[config.mk]
export PLATFORM = sky130hd
export DESIGN_NAME = pds_apb_master
export DESIGN_NICKNAME = d
export VERILOG_FILES = /design/src/rtl/pds_apb_master.sv
export SDC_FILE = /design/constraint.sdc
export NUM_CORES = 1
export LEC_CHECK = 0
export CAP_MARGIN = 25
export CORE_UTILIZATION = 37
export CTS_CLUSTER_DIAMETER = 80
export CTS_CLUSTER_SIZE = 12
export DETAILED_ROUTE_END_ITERATION = 6
export PLACE_DENSITY = 0.75
export SLEW_MARGIN = 25
export SYNTH_ARGS = -nofsm -noshare
export SYNTH_HDL_FRONTEND = slang
export SYNTH_SLANG_ARGS = --single-unit
[constraint.sdc]
create_clock -name pclk -period 3.45 [get_ports pclk]
set_input_delay 0.5175 -clock pclk [delete_from_list [all_inputs] [get_ports pclk]]
set_output_delay 0.5175 -clock pclk [all_outputs]
set_load 0.01 [all_outputs]
[src/rtl/pds_apb_master.sv]
// pds_apb_master: APB requester for the PDS register space.
// Accepts one read/write command at a time on a valid/ready port, runs the
// APB SETUP/ACCESS sequence, and returns read data or status on a
// valid/ready response port. A wait-state timeout and an alignment check
// keep a silent or misaddressed slave from hanging the command port.
//
// Ports:
//   pclk, prst                         clock, async active-high reset
//   cmd_valid/cmd_ready                command handshake
//   cmd_write, cmd_addr, cmd_wdata     command payload
//   rsp_valid/rsp_ready                response handshake
//   rsp_rdata, rsp_err                 response payload
//   paddr, pwdata, pwrite, psel,       APB requester outputs
//   penable
//   prdata, pready                     APB completer inputs
module pds_apb_master #(
    parameter int unsigned ADDR_W  = 32,
    parameter int unsigned DATA_W  = 32,
    parameter int unsigned TIMEOUT = 16
) (
    input  logic              pclk,
    input  logic              prst,
    input  logic              cmd_valid,
    output logic              cmd_ready,
    input  logic              cmd_write,
    input  logic [ADDR_W-1:0] cmd_addr,
    input  logic [DATA_W-1:0] cmd_wdata,
    output logic              rsp_valid,
    input  logic              rsp_ready,
    output logic [DATA_W-1:0] rsp_rdata,
    output logic              rsp_err,
    output logic [ADDR_W-1:0] paddr,
    output logic [DATA_W-1:0] pwdata,
    output logic              pwrite,
    output logic              psel,
    output logic              penable,
    input  logic [DATA_W-1:0] prdata,
    input  logic              pready
);

    localparam int unsigned CNT_W = (TIMEOUT > 2) ? $clog2(TIMEOUT) : 1;

    typedef enum logic [1:0] {
        IDLE   = 2'd0,
        SETUP  = 2'd1,
        ACCESS = 2'd2,
        RESP   = 2'd3
    } state_t;

    state_t            state_q, state_d;
    logic [CNT_W-1:0]  cnt_q, cnt_d;
    logic              psel_q, psel_d;
    logic              penable_q, penable_d;
    logic              pwrite_q, pwrite_d;
    logic [ADDR_W-1:0] paddr_q, paddr_d;
    logic [DATA_W-1:0] pwdata_q, pwdata_d;
    logic              rsp_valid_q, rsp_valid_d;
    logic              rsp_err_q, rsp_err_d;
    logic [DATA_W-1:0] rsp_rdata_q, rsp_rdata_d;

    logic misaligned_c;
    logic timeout_c;

    assign misaligned_c = (cmd_addr[1:0] != 2'b00);
    assign timeout_c    = (cnt_q == CNT_W'(TIMEOUT - 1));

    // State register
    always_ff @(posedge pclk or posedge prst) begin
        if (prst) begin
            state_q <= IDLE;
        end else begin
            state_q <= state_d;
        end
    end

    // Next-state logic
    always_comb begin
        state_d = state_q;
        case (state_q)
            IDLE:   if (cmd_valid) state_d = misaligned_c ? RESP : SETUP;
            SETUP:  state_d = ACCESS;
            ACCESS: if (pready || timeout_c) state_d = RESP;
            RESP:   if (rsp_ready) state_d = IDLE;
            default: state_d = IDLE;
        endcase
    end

    // Next values of the registered outputs and the wait-state counter
    always_comb begin
        cnt_d       = cnt_q;
        psel_d      = psel_q;
        penable_d   = penable_q;
        pwrite_d    = pwrite_q;
        paddr_d     = paddr_q;
        pwdata_d    = pwdata_q;
        rsp_valid_d = rsp_valid_q;
        rsp_err_d   = rsp_err_q;
        rsp_rdata_d = rsp_rdata_q;
        case (state_q)
            IDLE: begin
                if (cmd_valid) begin
                    if (misaligned_c) begin
                        // Rejected without touching the bus; paddr keeps its old value
                        rsp_valid_d = 1'b1;
                        rsp_err_d   = 1'b1;
                        rsp_rdata_d = '0;
                    end else begin
                        psel_d    = 1'b1;
                        penable_d = 1'b0;
                        paddr_d   = cmd_addr;
                        pwrite_d  = cmd_write;
                        pwdata_d  = cmd_write ? cmd_wdata : '0;
                    end
                end
            end
            SETUP: begin
                penable_d = 1'b1;
            end
            ACCESS: begin
                cnt_d = cnt_q + CNT_W'(1);
                // pready takes priority over a timeout in the same cycle
                if (pready || timeout_c) begin
                    cnt_d       = '0;
                    psel_d      = 1'b0;
                    penable_d   = 1'b0;
                    rsp_valid_d = 1'b1;
                    rsp_err_d   = ~pready;
                    rsp_rdata_d = (pready && !pwrite_q) ? prdata : '0;
                end
            end
            RESP: begin
                if (rsp_ready) begin
                    rsp_valid_d = 1'b0;
                    rsp_err_d   = 1'b0;
                    rsp_rdata_d = '0;
                end
            end
            default: ;
        endcase
    end

    // Output and counter registers
    always_ff @(posedge pclk or posedge prst) begin
        if (prst) begin
            cnt_q       <= '0;
            psel_q      <= 1'b0;
            penable_q   <= 1'b0;
            pwrite_q    <= 1'b0;
            paddr_q     <= '0;
            pwdata_q    <= '0;
            rsp_valid_q <= 1'b0;
            rsp_err_q   <= 1'b0;
            rsp_rdata_q <= '0;
        end else begin
            cnt_q       <= cnt_d;
            psel_q      <= psel_d;
            penable_q   <= penable_d;
            pwrite_q    <= pwrite_d;
            paddr_q     <= paddr_d;
            pwdata_q    <= pwdata_d;
            rsp_valid_q <= rsp_valid_d;
            rsp_err_q   <= rsp_err_d;
            rsp_rdata_q <= rsp_rdata_d;
        end
    end

    // cmd_ready is a pure decode of the state register
    assign cmd_ready = (state_q == IDLE);
    assign psel      = psel_q;
    assign penable   = penable_q;
    assign pwrite    = pwrite_q;
    assign paddr     = paddr_q;
    assign pwdata    = pwdata_q;
    assign rsp_valid = rsp_valid_q;
    assign rsp_err   = rsp_err_q;
    assign rsp_rdata = rsp_rdata_q;

endmodule

==> flow_summary.ini <==
[run_status]
status = completed

[clock_tree]
clk_pin_slew_worst_paths_ps = 70
insertion_delay_ps = 350
cts_tree = built
clk_path_buf_depth = 2
cts.sinks = 107
postCtsSetupBuffers = 0
cts_buffers = 9
cts_resized = 0
cts-root-buf = clkbuf_16
htreeDepth = 3
cts-hold-fix-buffers = 0

[critical_path]
critPathSlowestCell = or2_2
cpPeakStageDelay_ps = 540
required_ps = 3680
cp.arrival_ps = 2640
cp_num_buf_inv = 1
worst-path-max-fanout = 33
cp_cell_sequence = inv_1 -> ha_1 -> nor2b_4 -> a221o_1 -> or2_2 -> mux2_4
cp_top_family = simple AND/OR/NAND/NOR gates
start_kind = register
critPathCaptureType = register
path_class = register to register

[yosys]
synth_fp_nets = 522
synth_most_common_cell = dfrtp_1
yosysTopAreaCellShare = 0.6099
yosysUniqueCellTypes = 25
synth_top_area_cell = dfrtp_1
synth-edff-count = 0
yosys_most_used_dff = dfrtp_1
async_flop_share = 1.000
avgSynthCellArea_um2 = 10.63
syn_area_um2 = 4390
synth_seq_area_share = 0.6099
synth-seq-cells = 107
synth_area_leaders = dfrtp_1, nand2_1, o21ai_0
ys_warn_count = 0
synth_common_cells = dfrtp_1, nand2_1, o21ai_0, mux2_2, o21ai_1
syn-instance-count = 413

[sta]
whs_ps = 481.4
tightest_slew_ps = 718.4
setup_tns_ps = 0
max_freq_ghz = 0.4159
hold_viol_final = 0
fin_skew_ps = 7.734
setup_violations = 0
fin_crit_sh = 0.6970
max_slew_margin = 0.5211
rsz0062_at_grt = false
setup_slack_ps = 1045
slew_violations = 0
final.min_clock_period_ps = 2405

[place]
dp_cells = 737
placed_area_um2 = 6541
hpwl_um = 8231
port_buffers = 203
place_congestion = 0.7386
pre_cts_slack_ps = 891.4

[die]
start_util = 0.3829
placementRows = 39
core_region_area_um2 = 11470
die_h_um = 110.9
die_w_um = 110.9
io_pins = 204
die_area_um2 = 12310

[power]
p_leak_nw = 2.903
vdd_drop_max_uv = 481.3
p_total_mw = 5.364
power_density_nw_per_um2 = 786.4

[layout]
drive_gt1_frac = 0.1000
diodes = 0
num-nets-final = 714
final_cells = 753
utilization = 0.5948
finalInstanceArea_um2 = 6820
areaGrowthSynthToFinish_pct = 55.34

[detailed_routing]
via_count = 3696
vias_per_cell = 4.908
first_pass_iters = 4
drc = 0
ant_nets = 0
postRouteWirelength_um = 11560
post_drt_wl_per_cell_um = 15.35
drt_iter0_drc = 194

[global_routing]
grt_max_degree = 98
grt_usage = 0.1946
overflow = 0
antenna_found_initial = 0
first_global_vias = 3795
grt_pass1_wl_um = 19040

[job]
maxCapViolations = 0

[hold_path]
hp-class = register to register
[state kept, by name (all words and copies together), names as in the netlist]
register	cells
pwdata	32
rsp_valid	1
rsp_err	1
pwrite	1
penable	1
cnt_q	4
psel	1
state_q	2
rsp_rdata	32
paddr	32
[report_power, final]
group          switching, mW  internal, mW
clock                  0.456         0.509
sequential             0.289          1.75
combinational           1.06          1.29
total                   1.81          3.55
[cell families after synthesis]
kind of cell / Yosys count / share of synthesized area
adder cells (fa/ha/maj): 7 / 0.01995
AO/OA/AOI/OAI: 112 / 0.1325
buffers and inverters: 33 / 0.03676
multiplexers: 36 / 0.09233
AND/OR/NAND/NOR: 118 / 0.1086
flip-flops: 107 / 0.6099
[path summary, 6_finish.rpt]
path                             from    endpoint  slack (ps)  cells past startpoint
setup / recovery           state_q[0]     rsp_err        1050                      6
hold / removal             pwdata[27]  pwdata[27]         480                      2
setup reg to reg           state_q[0]     rsp_err        1050                      6
hold reg to reg            pwdata[27]  pwdata[27]         480                      2
max in group asynchronous        prst   paddr[21]        2060                      3
min in group asynchronous        prst   paddr[13]         630                      2
[final cells by class]
type | count | area [um2]
Clock buffer | 10 | 239.0
Clock inverter | 6 | 40.04
Fill cell | 957 | 4647
Inverter | 5 | 21.27
Multi-Input combinational cell | 273 | 1567
Sequential cell | 107 | 2678
Tap cell | 143 | 178.9
Timing Repair Buffer | 209 | 2097
[worst min-delay path: cells and delay by family, from the launching register on]
kind	cells	cell delay [ps]
simple gates	1	50
flops	1	340
compound gates	1	60
[layer usage]
layer / global-route usage / share of wire / up-vias
met1: 0.2398 / 0.42 / 1761
met2: 0.3304 / 0.50 / 150
met3: 0.04702 / 0.067 / 16
met4: 0.07289 / 0.018 / 0
li1: - / - / 1769
met5: 0 / 0 / -
[cells in the final DEF (no fill, tap or decap)]
master           instances
clkbuf_8                 1
buf_2                    1
a21o_1                   1
inv_1                    4
clkdlybuf4s50_1        202
buf_12                   2
mux2i_1                  3
nor2b_4                  1
nand3_1                  2
a31oi_1                  1
ha_1                     7
or2_2                    1
nand4_1                  1
dfrtp_1                107
and2_0                   1
o41ai_1                  2
clkinv_2                 3
clkbuf_16                9
o21ai_1                 30
a221o_1                  1
clkinvlp_4               1
nand3_4                  1
nor4b_1                  1
nand2_1                104
nor2_2                   1
clkinv_4                 1
nor2_1                   2
mux2_2                  32
inv_6                    1
o21ai_0                 75
nor2b_1                  1
inv_4                    1
mux2_4                   1
buf_4                    4
and2_1                   2
a21boi_0                 2
Power figures use the tool's default switching activity.
